**src/rtl/adpcm_word_unpack_if.sv**
```systemverilog
// Bus bundle between the serial bitstream source and adpcm_word_unpack.
//   master : bitstream source, drives RATE/SDI/SDI_VALID/FS, observes recovered words
//   slave  : the unpacker, receives the bitstream, drives I/I_VALID/LOCK/SYNC_ERR
interface adpcm_word_unpack_if;
  logic [1:0] RATE;       // codeword size select, 00=2b .. 11=5b
  logic       SDI;        // serial data, MSB first
  logic       SDI_VALID;  // qualifies SDI and FS
  logic       FS;         // frame sync, high with the MSB of each codeword
  logic [4:0] I;          // recovered word, right-justified, zero-extended
  logic       I_VALID;    // one-cycle strobe, I updated
  logic       LOCK;       // word alignment established
  logic       SYNC_ERR;   // one-cycle strobe on a framing error

  modport master (
    output RATE, SDI, SDI_VALID, FS,
    input  I, I_VALID, LOCK, SYNC_ERR
  );

  modport slave (
    input  RATE, SDI, SDI_VALID, FS,
    output I, I_VALID, LOCK, SYNC_ERR
  );
endinterface

```
**src/rtl/adpcm_word_unpack.sv**
```systemverilog
// ADPCM codeword deserialiser with frame-sync word alignment.
// Shifts the MSB-first bitstream in, uses FS to find word boundaries and presents each
// 2..5 bit codeword (length RATE+2, RATE latched at the FS bit) on I with a one-cycle
// I_VALID. LOCK rises after LOCK_WORDS consecutive good words; SYNC_ERR pulses on a
// slipped or missing frame sync.
// Ports:
//   clk, reset         : clock, asynchronous active-low reset
//   bus                : slave side of adpcm_word_unpack_if (bitstream in, words out)
//   scan_in0..4/out0..4: five scan chains covering every flop
//   test_mode          : holds the asynchronous reset inactive
//   scan_enable        : selects scan shift instead of functional update
module adpcm_word_unpack #(
  parameter int unsigned LOCK_WORDS = 4,
  parameter int unsigned LCW        = 4
) (
  input  logic               clk,
  input  logic               reset,
  adpcm_word_unpack_if.slave bus,
  input  logic               scan_in0,
  input  logic               scan_in1,
  input  logic               scan_in2,
  input  logic               scan_in3,
  input  logic               scan_in4,
  output logic               scan_out0,
  output logic               scan_out1,
  output logic               scan_out2,
  output logic               scan_out3,
  output logic               scan_out4,
  input  logic               test_mode,
  input  logic               scan_enable
);

  typedef enum logic {StHunt = 1'b0, StRecv = 1'b1} state_e;

  // Every flop lives in this one record so the scan chains can be threaded through it.
  typedef struct packed {
    state_e           st;
    logic [2:0]       cnt;
    logic [4:0]       sh;
    logic [1:0]       rate;
    logic [4:0]       i;
    logic             iv;
    logic             lock;
    logic             serr;
    logic [LCW-1:0]   lcnt;
  } regs_t;

  localparam int unsigned W = $bits(regs_t);

  regs_t         r_q, r_d, func_d;
  logic [W-1:0]  cur, scan_d;
  logic [4:0]    scan_in_v, scan_out_v;
  logic          rst_n_int;

  logic [2:0]     n_len, cnt_inc;
  logic [4:0]     sh_inc;
  logic [LCW-1:0] lcnt_inc;

  assign rst_n_int = reset | test_mode;

  assign n_len    = {1'b0, r_q.rate} + 3'd2;
  assign cnt_inc  = r_q.cnt + 3'd1;
  assign sh_inc   = {r_q.sh[3:0], bus.SDI};
  assign lcnt_inc = (r_q.lcnt == LCW'(LOCK_WORDS)) ? r_q.lcnt : r_q.lcnt + 1'b1;

  // Functional next state.
  always_comb begin
    func_d      = r_q;
    func_d.iv   = 1'b0;
    func_d.serr = 1'b0;
    if (bus.SDI_VALID) begin
      unique case (r_q.st)
        StHunt: begin
          if (bus.FS) begin
            func_d.sh   = {4'b0, bus.SDI};
            func_d.cnt  = 3'd1;
            func_d.rate = bus.RATE;
            func_d.st   = StRecv;
          end
        end
        StRecv: begin
          if (bus.FS) begin
            // cnt is cleared on completion, so a nonzero count here is always a slip.
            if (r_q.cnt != 3'd0) begin
              func_d.serr = 1'b1;
              func_d.lock = 1'b0;
              func_d.lcnt = '0;
            end
            func_d.sh   = {4'b0, bus.SDI};
            func_d.cnt  = 3'd1;
            func_d.rate = bus.RATE;
          end else if (r_q.cnt == 3'd0) begin
            func_d.serr = 1'b1;
            func_d.lock = 1'b0;
            func_d.lcnt = '0;
            func_d.st   = StHunt;
          end else begin
            func_d.sh  = sh_inc;
            func_d.cnt = cnt_inc;
            if (cnt_inc == n_len) begin
              // sh was zeroed at word start, so the upper bits are already zero.
              func_d.i    = sh_inc;
              func_d.iv   = 1'b1;
              func_d.cnt  = 3'd0;
              func_d.lcnt = lcnt_inc;
              if (lcnt_inc == LCW'(LOCK_WORDS)) func_d.lock = 1'b1;
            end
          end
        end
        default: func_d.st = StHunt;
      endcase
    end
  end

  // Chain k holds bits k, k+5, k+10, ...; enters at the low bit, exits at the highest.
  assign scan_in_v = {scan_in4, scan_in3, scan_in2, scan_in1, scan_in0};
  assign cur       = r_q;

  always_comb begin
    scan_d     = '0;
    scan_out_v = '0;
    for (int j = 0; j < 5; j++) scan_d[j] = scan_in_v[j];
    for (int j = 5; j < int'(W); j++) scan_d[j] = cur[j-5];
    for (int j = 0; j < int'(W); j++) scan_out_v[j%5] = cur[j];
  end

  assign {scan_out4, scan_out3, scan_out2, scan_out1, scan_out0} = scan_out_v;

  assign r_d = scan_enable ? regs_t'(scan_d) : func_d;

  always_ff @(posedge clk or negedge rst_n_int) begin
    if (!rst_n_int) r_q <= '0;
    else            r_q <= r_d;
  end

  assign bus.I        = r_q.i;
  assign bus.I_VALID  = r_q.iv;
  assign bus.LOCK     = r_q.lock;
  assign bus.SYNC_ERR = r_q.serr;

endmodule

```
**src/flat_wrapper.sv**
```systemverilog
// flat-port wrapper written by rule: the top's interface ports become plain ports
module adpcm_word_unpack_flat 
#(
  parameter int unsigned LOCK_WORDS = 4,
  parameter int unsigned LCW        = 4
)
  (clk, reset, scan_in0, scan_in1, scan_in2, scan_in3, scan_in4, scan_out0, scan_out1, scan_out2, scan_out3, scan_out4, test_mode, scan_enable, bus_RATE, bus_SDI, bus_SDI_VALID, bus_FS, bus_I, bus_I_VALID, bus_LOCK, bus_SYNC_ERR);
  adpcm_word_unpack_if bus_i ();
  input  logic clk;
  input  logic reset;
  input  logic scan_in0;
  input  logic scan_in1;
  input  logic scan_in2;
  input  logic scan_in3;
  input  logic scan_in4;
  output logic scan_out0;
  output logic scan_out1;
  output logic scan_out2;
  output logic scan_out3;
  output logic scan_out4;
  input  logic test_mode;
  input  logic scan_enable;
  input wire logic [$bits(bus_i.RATE)-1:0] bus_RATE;
  input wire logic [$bits(bus_i.SDI)-1:0] bus_SDI;
  input wire logic [$bits(bus_i.SDI_VALID)-1:0] bus_SDI_VALID;
  input wire logic [$bits(bus_i.FS)-1:0] bus_FS;
  output wire logic [$bits(bus_i.I)-1:0] bus_I;
  output wire logic [$bits(bus_i.I_VALID)-1:0] bus_I_VALID;
  output wire logic [$bits(bus_i.LOCK)-1:0] bus_LOCK;
  output wire logic [$bits(bus_i.SYNC_ERR)-1:0] bus_SYNC_ERR;
  assign bus_i.RATE = bus_RATE;
  assign bus_i.SDI = bus_SDI;
  assign bus_i.SDI_VALID = bus_SDI_VALID;
  assign bus_i.FS = bus_FS;
  assign bus_I = bus_i.I;
  assign bus_I_VALID = bus_i.I_VALID;
  assign bus_LOCK = bus_i.LOCK;
  assign bus_SYNC_ERR = bus_i.SYNC_ERR;
  adpcm_word_unpack #(.LOCK_WORDS(LOCK_WORDS), .LCW(LCW)) u_core (.clk(clk), .reset(reset), .bus(bus_i), .scan_in0(scan_in0), .scan_in1(scan_in1), .scan_in2(scan_in2), .scan_in3(scan_in3), .scan_in4(scan_in4), .scan_out0(scan_out0), .scan_out1(scan_out1), .scan_out2(scan_out2), .scan_out3(scan_out3), .scan_out4(scan_out4), .test_mode(test_mode), .scan_enable(scan_enable));
endmodule
```
**config.mk**
```make
export PLATFORM = sky130hd
export DESIGN_NAME = adpcm_word_unpack_flat
export DESIGN_NICKNAME = d
export VERILOG_FILES = /design/src/rtl/adpcm_word_unpack_if.sv /design/src/rtl/adpcm_word_unpack.sv /design/src/flat_wrapper.sv
export SDC_FILE = /design/constraint.sdc
export NUM_CORES = 1
export LEC_CHECK = 0
export ABC_CLOCK_PERIOD_IN_PS = 5100
export BUFFER_PORTS_ARGS = -buffer_cell sky130_fd_sc_hd__buf_2
export CAP_MARGIN = 20
export CORE_MARGIN = 2
export CORE_UTILIZATION = 58
export DETAILED_ROUTE_END_ITERATION = 7
export PLACE_DENSITY_LB_ADDON = 0.05
export SYNTH_ARGS = -nofsm -noshare
export SYNTH_HDL_FRONTEND = slang
export SYNTH_SLANG_ARGS = --single-unit
```
**constraint.sdc**
```tcl
create_clock -name clk -period 5.1 [get_ports clk]
set_clock_uncertainty 0.1 [all_clocks]
set_input_delay 0.51 -clock clk [delete_from_list [all_inputs] [get_ports clk]]
set_output_delay 0.51 -clock clk [all_outputs]
set_load 0.01 [all_outputs]
```
==> results.cfg <==
[sta]
post-route-period-util_pct = 47.25
rsz0062_at_grt = no
totalNegativeSetupSlack_ps = 0
hold_ws_ps = 136.1
final-hold-violation-count = 0
max_freq_ghz = 0.4150
post-route-worst-setup-slack_ps = 2690
drv_slew = 0
slew_headroom_pct = 38.57
setup-violations-final = 0
min_period_ps = 2410
worst_slew_pin_slew_ps = 915.3

[setup_path]
cp_data_arrival_time_ps = 2510
startpoint_to_endpoint_class_of_the_critical_path = flip-flop to flip-flop
cp_top_family = compound AO/OA/AOI/OAI gates
worst_path_largest_cell_delay_ps = 720
regToRegSetupSlack_ps = 2690
cp-start-kind = flip-flop
worst_path_max_delay_cell = sky130_fd_sc_hd__o21ai_1
end_kind = flip-flop
bufs_and_invs_on_worst_path = 1
path_cells = inv_1 > ha_1 > nand2b_1 > a21oi_1 > o21ai_1 > o21ai_0 > a22o_1
timing.critical_path.required_ps = 5200
highest_fanout_seen_on_the_critical_path = 15

[floorplanning]
placement_rows = 17
dieArea_sq_um = 2802
core_area_sq_um = 2233
die_x_um = 52.94
die_height_um = 52.94
ioPinCount = 27
initial_utilization_pct = 62.18

[place]
place_inst = 189
portBuffers = 26
finalWeightedCongestion = 0.9079
post-place-ws_ps = 2243
place_hpwl_mm = 2.308

[drt]
avgRoutedWirePerCell_um = 15.85
vias_per_cell = 6.356
postRouteWirelength_mm = 3.075
detail_route.drc_violations = 0
detailedRoute.firstPassIterationCount = 5
drt_iter0_drc = 36
ant_nets = 0
met3_wirelength_um = 173
highest_metal_layer_with_signal_wires = met4
met2RoutedLength_mm = 1.472
wirelength_met1_mm = 1.386
route.vias.total = 1233

[layout]
area_growth_pct = 9.730
fraction_of_final_layout_cells_sized_beyond_drive_strength_1_pct = 22.89
final_cell_count_no_fill = 194
mostFrequentLayoutCell = sky130_fd_sc_hd__buf_2
fin_nets = 186
most-common-layout-cells = sky130_fd_sc_hd__buf_2 (26), sky130_fd_sc_hd__dfrtp_1 (23), sky130_fd_sc_hd__inv_1 (10), sky130_fd_sc_hd__nand2_1 (10)
num_antenna_cells = 0

[synth]
synth_cells = 146
yosys_most_used_dff = sky130_fd_sc_hd__dfrtp_1
synth.avg_cell_area_sq_um = 9.513
asyncSetResetFlopFracSynth_pct = 100.0
combined_area_of_all_synthesized_cells_sq_um = 1389
yosysWarnings = 0
synth_largest_area_cell = sky130_fd_sc_hd__dfrtp_1
post_synthesis_net_count = 165
synth_seq_cells = 23
ys_top_cells_by_area = sky130_fd_sc_hd__dfrtp_1 (41%), sky130_fd_sc_hd__ha_1 (4.5%), sky130_fd_sc_hd__a21oi_1 (2.9%)
synth_seq_area_share_pct = 41.44
synthDistinctLibCells = 43
synth_enable_flop_cells = 0
synth_top_area_share_pct = 41.44

[power_and_ir_drop]
worst_ir_drop_vdd_mv = 0.1979
share_clk_of_total_power_pct = 17.5
net_sw_share_pct = 35.20
power.share.combinational_pct = 31.7
cellInternalPower_mw = 0.3082
powerDensity_nw_per_um2 = 312.1
power.leakage_nw = 0.7556
seq_power_share_pct = 50.8
total_switching_power_mw = 0.1674

[clocking]
htreeDepth = 1
cts_post_setup_buffers_inserted = 0
post_cts_resized = 0
cts.reportedPaths.clkPinSlew_ps = 120
clkLatencyLatePin_ps = 310
cts.sink_count = 23
hold_bufs_at_cts = 0
clock_tree_from_tritoncts = built
clock-root-buffer = sky130_fd_sc_hd__clkbuf_4
number_of_clock_buffers_inserted_by_tritoncts = 3
maximum_buffer_depth_of_the_clock_tree = 2

[status]
outcome = finished, final reports clean

[global_route]
first_pass_grt_wire_length_mm = 5.237
pin_count_of_the_biggest_net_entering_global_routing = 29
globalRouteOverflowTotal = 0
globalRouteTotalUtil_pct = 25.65
grt_pass1_vias = 1172
antenna_found_initial = 0

[min_path]
holdCritPathClass = input pin to async pin

[flow_run]
drv_cap = 0
[kinds of logic (layout without fill, tap and decap cells)]
kind of cell	after synthesis	after routing	share of synthesized area, %
AO/OA/AOI/OAI	49	49	25.14
buffers and inverters	21	41	7.117
multiplexers	6	6	4.505
adder cells (fa/ha/maj)	5	5	4.505
AND/OR/NAND/NOR	40	40	16.04
XOR/XNOR	2	2	1.261
flip-flops	23	23	41.44
[registers in the layout, summed over array words and instances, names as in the netlist]
| name | flops |
|---|---|
| u_core.cur | 10 |
| u_core.bus.I | 5 |
| u_core.bus.I_VALID | 1 |
| u_core.bus.LOCK | 1 |
| u_core.bus.SYNC_ERR | 1 |
| u_core.scan_out0 | 1 |
| u_core.scan_out1 | 1 |
| u_core.scan_out2 | 1 |
| u_core.scan_out3 | 1 |
| u_core.scan_out4 | 1 |
[worst reg2reg max path, cell delays in order (launching register included)]
cell and delay (ps):
sky130_fd_sc_hd__dfrtp_1 450, sky130_fd_sc_hd__inv_1 80, sky130_fd_sc_hd__ha_1 180, sky130_fd_sc_hd__nand2b_1 160, sky130_fd_sc_hd__a21oi_1 90, sky130_fd_sc_hd__o21ai_1 720
sky130_fd_sc_hd__o21ai_0 230, sky130_fd_sc_hd__a22o_1 290
[final cells by class]
cell class / instances / area, sq um
Multi-Input combinational cell: 102 / 714.4
Fill cell: 194 / 709.4
Sequential cell: 23 / 575.6
Timing Repair Buffer: 27 / 135.1
Inverter: 10 / 37.54
Tap cell: 28 / 35.03
Clock buffer: 4 / 26.28
[final timing paths]
path                                  startpoint  cells past startpoint             endpoint
worst min register to register   u_core.bus.I[4]                      1      u_core.bus.I[4]
worst min-delay path                       reset                      2        u_core.cur[0]
max in group asynchronous              test_mode                      2       u_core.cur[14]
min in group clk                        scan_in4                      3  u_core.bus.SYNC_ERR
worst max-delay path            u_core.scan_out4                      7     u_core.scan_out1
worst max register to register  u_core.scan_out4                      7     u_core.scan_out1
[cell usage after synthesis, types with 2 or more instances]
cell,n
sky130_fd_sc_hd__buf_4,5
sky130_fd_sc_hd__a31oi_1,3
sky130_fd_sc_hd__a221o_1,2
sky130_fd_sc_hd__ha_1,5
sky130_fd_sc_hd__nor2b_1,2
sky130_fd_sc_hd__dfrtp_1,23
sky130_fd_sc_hd__a21oi_1,8
sky130_fd_sc_hd__nor3_2,2
sky130_fd_sc_hd__and2_1,4
sky130_fd_sc_hd__o22ai_1,3
sky130_fd_sc_hd__mux2i_1,4
sky130_fd_sc_hd__nor3_1,3
sky130_fd_sc_hd__clkbuf_1,4
sky130_fd_sc_hd__a22o_1,4
sky130_fd_sc_hd__o2111ai_1,2
sky130_fd_sc_hd__xnor2_1,2
sky130_fd_sc_hd__o21ai_0,7
sky130_fd_sc_hd__inv_1,10
sky130_fd_sc_hd__nand2_1,10
sky130_fd_sc_hd__o2bb2ai_1,2
sky130_fd_sc_hd__a32oi_1,2
sky130_fd_sc_hd__mux2_2,2
sky130_fd_sc_hd__a22oi_1,5
sky130_fd_sc_hd__nor2_1,8
sky130_fd_sc_hd__nand2b_1,3
sky130_fd_sc_hd__a21o_1,4
[power groups by stage]
| stage | clock network (mW) | logic (mW) | registers, mW |
|---|---|---|---|
| 2_1_floorplan | 0 | 0.113 | 0.240 |
| 6_report | 0.0833 | 0.151 | 0.242 |
| 3_5_place_dp | 0 | 0.149 | 0.245 |
| 4_1_cts | 0.0852 | 0.150 | 0.241 |
| 3_3_place_gp | 0 | 0.147 | 0.244 |
| 5_1_grt | 0.0936 | 0.171 | 0.246 |
[metrics by stage]
| stage | area, sq um | utilization [%] | power, mW |
|---|---|---|---|
| final | 1524 | 68.24 | 0.4757 |
| after global routing | 1524 | 68.24 | 0.5110 |
| after CTS | 1519 | 68.01 | 0.4758 |
| after detailed placement | 1493 | 66.83 | 0.3937 |
| after global placement | 1493 | 66.83 | 0.3907 |
| after floorplan | 1389 | - | 0.3531 |
[metal layers]
layer / track usage (%) / vias up
li1: - / 577
met1: 35.03 / 603
met2: 42.92 / 46
met3: 2.542 / 7
met4: 7.692 / 0
met5: 0 / -
Power figures use the tool's default switching activity.
